**src/rtl/piso_tx_pkg.sv**
```systemverilog
// Shared types and defaults for the piso_tx serializer.
package piso_tx_pkg;

  localparam int unsigned PISO_TX_WIDTH_DEFAULT = 8;

  typedef enum logic [1:0] {
    IDLE  = 2'd0,
    SHIFT = 2'd1,
    DONE  = 2'd2
  } piso_state_e;

endpackage

```
**src/rtl/piso_bitcnt.sv**
```systemverilog
// Bit counter for piso_tx: clears on accept, advances per shifted bit,
// saturates at LAST so it never wraps within a word.
module piso_bitcnt #(
  parameter int unsigned CW   = 4,
  parameter int unsigned LAST = 7
) (
  input  logic clk_i,
  input  logic rst_ni,
  input  logic clr_i,
  input  logic en_i,
  output logic tc_o
);

  logic [CW-1:0] cnt_q;

  assign tc_o = (cnt_q == CW'(LAST));

  always_ff @(posedge clk_i or negedge rst_ni) begin
    if (!rst_ni) begin
      cnt_q <= '0;
    end else if (clr_i) begin
      cnt_q <= '0;
    end else if (en_i && !tc_o) begin
      cnt_q <= cnt_q + CW'(1);
    end
  end

endmodule

```
**src/rtl/piso_tx.sv**
```systemverilog
// Parallel-in serial-out transmitter, MSB first, with one-cycle done pulse.
// Optional even-parity trailer bit when PISO_TX_PARITY_EN is defined.
module piso_tx
  import piso_tx_pkg::*;
#(
  parameter int unsigned WIDTH = PISO_TX_WIDTH_DEFAULT
) (
  input  logic             clk,
  input  logic             rst_n,
  input  logic             load_valid,
  output logic             load_ready,
  input  logic [WIDTH-1:0] load_data,
  input  logic             shift_en,
  output logic             sout,
  output logic             sout_valid,
  output logic             done
);

`ifdef PISO_TX_PARITY_EN
  localparam int unsigned NBITS = WIDTH + 1;
`else
  localparam int unsigned NBITS = WIDTH;
`endif
  localparam int unsigned CW = $clog2(WIDTH + 2);

  piso_state_e      state_q;
  logic [NBITS-2:0] rest_q;
  logic [NBITS-2:0] rest_d;
  logic             sout_q;
  logic             sout_valid_q;
  logic             done_q;
  logic             load_ready_q;
  logic             accept;
  logic             advance;
  logic             last_bit;

  // rest_q holds the bits still queued behind the one currently on sout
`ifdef PISO_TX_PARITY_EN
  assign rest_d = {load_data[WIDTH-2:0], ^load_data};
`else
  assign rest_d = load_data[WIDTH-2:0];
`endif

  assign accept  = (state_q == IDLE) && load_valid && load_ready_q;
  assign advance = (state_q == SHIFT) && shift_en;

  piso_bitcnt #(
    .CW   (CW),
    .LAST (NBITS - 1)
  ) u_bitcnt (
    .clk_i  (clk),
    .rst_ni (rst_n),
    .clr_i  (accept),
    .en_i   (advance),
    .tc_o   (last_bit)
  );

  always_ff @(posedge clk or negedge rst_n) begin
    if (!rst_n) begin
      state_q      <= IDLE;
      rest_q       <= '0;
      sout_q       <= 1'b0;
      sout_valid_q <= 1'b0;
      done_q       <= 1'b0;
      load_ready_q <= 1'b0;
    end else begin
      case (state_q)
        IDLE: begin
          done_q       <= 1'b0;
          sout_q       <= 1'b0;
          sout_valid_q <= 1'b0;
          load_ready_q <= 1'b1;
          if (accept) begin
            state_q      <= SHIFT;
            rest_q       <= rest_d;
            sout_q       <= load_data[WIDTH-1];
            sout_valid_q <= 1'b1;
            load_ready_q <= 1'b0;
          end
        end
        SHIFT: begin
          if (advance) begin
            if (last_bit) begin
              state_q      <= DONE;
              sout_q       <= 1'b0;
              sout_valid_q <= 1'b0;
              done_q       <= 1'b1;
            end else begin
              sout_q <= rest_q[NBITS-2];
              rest_q <= rest_q << 1;
            end
          end
        end
        DONE: begin
          state_q      <= IDLE;
          done_q       <= 1'b0;
          load_ready_q <= 1'b1;
        end
        default: begin
          state_q      <= IDLE;
          sout_q       <= 1'b0;
          sout_valid_q <= 1'b0;
          done_q       <= 1'b0;
          load_ready_q <= 1'b0;
        end
      endcase
    end
  end

  assign load_ready = load_ready_q;
  assign sout       = sout_q;
  assign sout_valid = sout_valid_q;
  assign done       = done_q;

endmodule

```
**config.mk**
```make
export PLATFORM = sky130hd
export DESIGN_NAME = piso_tx
export DESIGN_NICKNAME = d
export VERILOG_FILES = /design/src/rtl/piso_tx_pkg.sv /design/src/rtl/piso_bitcnt.sv /design/src/rtl/piso_tx.sv
export SDC_FILE = /design/constraint.sdc
export NUM_CORES = 1
export LEC_CHECK = 0
export ABC_AREA = 1
export CELL_PAD_IN_SITES_DETAIL_PLACEMENT = 1
export CELL_PAD_IN_SITES_GLOBAL_PLACEMENT = 1
export CORE_ASPECT_RATIO = 1.2
export CORE_UTILIZATION = 38
export CTS_CLUSTER_SIZE = 25
export DETAILED_ROUTE_END_ITERATION = 8
export MAX_ROUTING_LAYER = met4
export PLACE_DENSITY = 0.86
export SLEW_MARGIN = 20
export SYNTH_ARGS = -nofsm -noshare
export SYNTH_HDL_FRONTEND = slang
export SYNTH_SLANG_ARGS = --single-unit
```
**constraint.sdc**
```tcl
create_clock -name clk -period 1.5 [get_ports clk]
set_clock_uncertainty 0.1 [all_clocks]
set_input_delay 0.3 -clock clk [delete_from_list [all_inputs] [get_ports clk]]
set_output_delay 0.3 -clock clk [all_outputs]
set_load 0.05 [all_outputs]
```
==> run metrics, run 1 <==
CTS root buf=clkbuf_4; Max transition margin=84.6%; I/O Pins=16; Starting Density=41.2%; layout cell share with drive strength beyond 1=25.0%; Final Critical Period=1450 ps; Power Density=2150 nW/um^2; Overall Power=2.68 mW; CTS H-Tree Depth=1; TritonCTS clock tree=built; WL per Instance=13.7 um; Yosys top cell by area=dfrtp_1; Worst R2R Setup Slack=50 ps; # clock sinks=17; clock-pin slew on the worst setup and hold paths=100 ps; CP Cell Sequence=ha_1, nand3_2, nand3_4, buf_4, nand3_2, nand2_1; FFs w/ async S/R, synth=100%; GRT overflow=0; synthesized area per cell=8.65 sq um; multi-input logic area=462 sq um; antenna viol nets, final=0; CP Data Arrival Time=1540 ps; Syn Nets=124; DP Cell Count=158; DRC Markers=0; IO Port Bufs=15; vias in the first global route=898; CP endpoint=rest_q[3]; RSZ-0062 raised after global routing=no; synth warn=0; CP Capture Type=flip-flop; Static Leak=0.651 nW; Final Hold Vio Count=0; fmax=692 MHz; first-pass GRT wire length=3840 um; die area=2730 sq um; crit share post-route=96.4%; antenna cell count=0; Placer Congestion=0.815; most used cell along the critical path=nand3_2; post-DP HPWL=1740 um; post-synth cell types=20; FF-to-FF End=rest_q[3]; FILL cells=297; Row Count=19; Worst R2R Start=u_bitcnt.cnt_q[0]; cts bufs inserted=3; Core ar.=2330 sq um; status=finished clean; Post-synth EDFFs=0; die height=57.1 um; Final Routed Wirelength=2290 um; DP Area=1180 sq um; maximum vdd ir drop=0.917 mV; Synth top area share=44.3%; Mapped Area=960 sq um; nets@finish=150; Detailed Routing Iterations Pass 1=4; ranking of synthesized cells by area=dfrtp_1 (44%), nand2_1 (20%), nand3_2 (9.4%), nor2_8 (4.2%), nand3_1 (3.7%); most numerous cell in the Yosys netlist=nand2_1; Horiz. Die Dim=47.9 um; Syn Inst Count=111; routed via count=824; All-Layer GR Usage=20.4%; crit path launch type=flip-flop; crit path max fanout=11; WS Path Type=flip-flop to flip-flop; CP required=1590 ps; initial antenna violation count=0; Post-synth top cells=nand2_1 (50), dfrtp_1 (17), nand3_2 (9), nand3_1 (7), inv_1 (5); Clock Path Buffers=2; Setup crit start=u_bitcnt.cnt_q[0]; starting DRC count in detailed routing=24; max-slew violations=0; endpoints failing setup=0; CP max stage delay=420 ps; fin area=1240 sq um; Reg area=425 sq um; FF+latch count, synth=17; largest net degree at the start of global routing=18; worst skew pair latency=290 ps; worst-margin pin slew=231 ps; final non-filler cell total=167; maxcap violations=0; Area Growth Syn to Fin=29.6%; post_cts resized=0; register area share after synthesis=44.3%; dominant synthesized flop cell=dfrtp_1; HP Class=input pin to asynchronous set/reset pin; slowest CP cell=dfrtp_1; worst reg-to-reg path cell count=6; Vias/cell=4.93
-- state kept, by name (all words and copies together), names as in the netlist --
register,count
sout,1
u_bitcnt.cnt_q,4
rest_q,7
load_ready,1
done,1
sout_valid,1
state_q,2
-- layout by cell type, fill, tap and decap left out --
cell             instances
clkbuf_1                 1
nand3_1                  7
ha_1                     1
nand2_4                  2
inv_1                    5
o21ai_1                  2
dfrtp_1                 17
clkdlybuf4s50_1         11
nand3_4                  1
o21ai_0                  1
xor2_1                   1
clkbuf_4                 3
nand4_1                  1
a21oi_1                  1
buf_4                    8
nor2_8                   2
buf_12                   4
nand2_2                  1
nand3_2                  9
nor2_1                   4
inv_8                    1
nand2_1                 50
inv_2                    3
-- layout make-up --
| cell class | instances | area share, % |
|---|---|---|
| sequential | 17 | 34.2 |
| inverter | 9 | 3.32 |
| tap | 31 | 3.12 |
| timing repair buffer | 23 | 20.1 |
| clock buffer | 4 | 2.11 |
| multi-input combinational | 83 | 37.1 |
-- cell families after synthesis --
kind of cell / count (synthesis) / share of synthesized area, %
adder cells (fa/ha/maj): 1 / 1.30
buffers and inverters: 11 / 7.56
AO/OA/AOI/OAI: 4 / 2.09
XOR/XNOR: 1 / 0.913
AND/OR/NAND/NOR: 77 / 43.8
flip-flops: 17 / 44.3
-- repair_timing --
item	CTS	global route
hold endpoints to repair	0	0
buffers inserted	0	5
hold buffers	0	0
setup endpoints to repair	0	10
-- worst min-delay path by stage --
stage               slack (ps)  cells past startpoint    endpoint
finish                     240                      2  state_q[1]
global route               260                      2  state_q[1]
CTS                        260                      2        sout
detailed placement         380                      1  load_ready
global placement           380                      1  load_ready
floorplan                 -100                      0        done
-- critical path: cells and delay by family, from the launching register on --
| family | cells | cell delay [ps] |
|---|---|---|
| flops | 1 | 420 |
| fa+ha+maj | 1 | 250 |
| buf+inv | 1 | 190 |
| simple gates | 4 | 390 |
-- report_power, final --
part | leakage [nW] | switching [mW] | internal, mW
Combinational | 0.421 | 0.925 | 0.652
Clock | 0.0150 | 0.146 | 0.104
Sequential | 0.215 | 0.194 | 0.659
Total | 0.651 | 1.27 | 1.41
-- per-layer routing --
layer / global-route usage, % / vias to the layer above / wire [um]
li1: - / 400 / -
met2: 35.1 / 30 / 1300
met1: 22.1 / 386 / 865
met3: 3.16 / 8 / 74
met4: 8.73 / 0 / 53
met5: - / - / 0
-- stage by stage --
stage	setup TNS, ps	utilization (%)	hold slack [ps]	setup WS, ps
after CTS	0	51.8	260	23.5
final	0	53.4	240	54.0
after detailed placement	-360	50.6	385	-58.3
after floorplan	0	-	-95.6	46.7
after global placement	0	50.6	376	0.832
after global routing	0	53.4	264	6.16
Note: power is estimated with default switching activity, not from simulation.
==> run 2: changes to the inputs <==
- PLACE_DENSITY: 0.86 -> 0.75
- TNS_END_PERCENT: default -> 5
==> run metrics, run 2 (synthesis results as in run 1) <==
status=finished clean; crit path launch type=flip-flop; Row Count=19 (unchanged); CP Capture Type=flip-flop; maxcap violations=0 (unchanged); crit path max fanout=9 (-2); FILL cells=300 (+1.0%); CP Data Arrival Time=1530 ps (about the same); vias in the first global route=840 (-6.5%); crit share post-route=95.0% (-1.4 points); Final Hold Vio Count=0 (unchanged); initial antenna violation count=0 (unchanged); Starting Density=41.2% (unchanged); nets@finish=147 (-2.0%); worst skew pair latency=300 ps (about the same); setup TNS=0 ps (unchanged); first-pass GRT wire length=3550 um (-7.7%); antenna cell count=0 (unchanged); CTS root buf=clkbuf_4; clock-pin slew on the worst setup and hold paths=110 ps (about the same); maximum vdd ir drop=1.26 mV (+37%); # clock sinks=17 (unchanged); TritonCTS clock tree=built; biggest registers after layout=rest_q: 7 flops, u_bitcnt.cnt_q: 4 flops, state_q: 2 flops; post-DP HPWL=1570 um (-10%); I/O Pins=16 (unchanged); GRT overflow=0 (unchanged); All-Layer GR Usage=18.7% (-1.7 points); routed via count=802 (-2.7%); Worst R2R Start=u_bitcnt.cnt_q[1]; Max transition margin=84.9% (+0.31 points); commonest non-fill, non-tap cells in the layout=nand2_1 (49), dfrtp_1 (17), clkdlybuf4s50_1 (11); DRC Markers=0 (unchanged); WS Path Type=flip-flop to flip-flop; Reg with most FFs=rest_q; layout cell share with drive strength beyond 1=25.6% (+0.56 points); die area=2730 sq um (unchanged); RSZ-0062 raised after global routing=yes; final non-filler cell total=164 (-1.8%); WL per Instance=13.0 um (-5.1%); Detailed Routing Iterations Pass 1=3 (-1); Final Routed Wirelength=2130 um (-6.9%); most common cell after layout, fill and taps aside=nand2_1; die height=57.1 um (unchanged); max-slew violations=0 (unchanged); Vias/cell=4.89 (-0.89%); Horiz. Die Dim=47.9 um (unchanged); antenna viol nets, final=0 (unchanged); HP Class=input pin to asynchronous set/reset pin; CP required=1600 ps (about the same); fmax=702 MHz (+1.5%); Static Leak=0.636 nW (-2.2%); worst reg-to-reg path cell count=6 (unchanged); CTS H-Tree Depth=1 (unchanged); cts bufs inserted=3 (unchanged); Power Density=2140 nW/um^2 (-0.58%); Clock Path Buffers=2 (unchanged); largest net degree at the start of global routing=18 (unchanged); endpoints failing setup=0 (unchanged); Area Growth Syn to Fin=28.2%; starting DRC count in detailed routing=3 (-88%); Worst R2R Setup Slack=80 ps (+20 ps); IO Port Bufs=15 (unchanged); Final Critical Period=1420 ps (-21.7 ps); worst-margin pin slew=226 ps (-5.29 ps); FF-to-FF End=u_bitcnt.cnt_q[3]; Placer Congestion=0.730 (-10%); max FFs per register=7 (unchanged); Core ar.=2330 sq um (unchanged); DP Cell Count=157 (-0.63%)
run 2: critical path, stage by stage (launching register included):
cell and delay (ps):
dfrtp_1 430, ha_2 230, nand3_2 170, nand3_4 160, nand2_4 100, nand2_1 80
nand2_1 50
run 2: worst max-delay path by stage:
| stage | startpoint | endpoint | slack [ps] |
|---|---|---|---|
| 2_1_floorplan | load_ready | u_bitcnt.cnt_q[2] | 50 |
| 3_3_place_gp | load_valid | rest_q[0] | -20 |
| 3_5_place_dp | load_valid | rest_q[0] | -60 |
| 4_1_cts | u_bitcnt.cnt_q[1] | rest_q[0] | 5 |
| 5_1_grt | u_bitcnt.cnt_q[1] | rest_q[4] | -20 |
| 6_report | u_bitcnt.cnt_q[1] | u_bitcnt.cnt_q[3] | 80 |
run 2: layout make-up:
cell class	instances	area (sq um)	area share, %
Multi-Input combinational cell	84	477	38.8
Inverter	9	41.3	3.36
Sequential cell	17	425	34.6
Tap cell	31	38.8	3.15
Clock inverter	1	5.00	0.407
Timing Repair Buffer	19	220	17.9
Clock buffer	3	22.5	1.83
run 2: metal layers:
layer  vias to the layer above  track usage [%]  part of all wire [%]  wire [um]
li1                        397                -                     -          -
met2                        13             30.7                    53       1130
met3                         4             2.85                   2.1         45
met1                       388             22.3                    43        923
met5                         -                -                     0          0
met4                         0             7.14                   1.6         34
run 2: per-stage QoR:
stage,cell area (sq um),setup WS [ps],hold WS (ps),total power [mW],utilization (%)
2_1_floorplan,960,46.7,-95.6,1.86,-
3_3_place_gp,1170,-22.3,400,2.31,50.3
3_5_place_dp,1170,-64.5,404,2.34,50.3
4_1_cts,1200,4.81,216,2.60,51.5
5_1_grt,1230,-23.6,230,2.87,52.8
6_report,1230,75.7,212,2.63,52.8
run 2: repair_timing:
item / in CTS / in global routing
setup endpoints to repair: 0 / 11
gates resized for setup: 0 / 2
hold buffers: 0 / 0
setup buffers: 0 / 2
run 2: power by group:
group	total [mW]	internal (mW)	switching [mW]	leakage, nW
Clock	0.261	0.0996	0.161	0.0177
Sequential	0.846	0.659	0.188	0.215
Combinational	1.53	0.619	0.908	0.404
Total	2.63	1.38	1.26	0.636
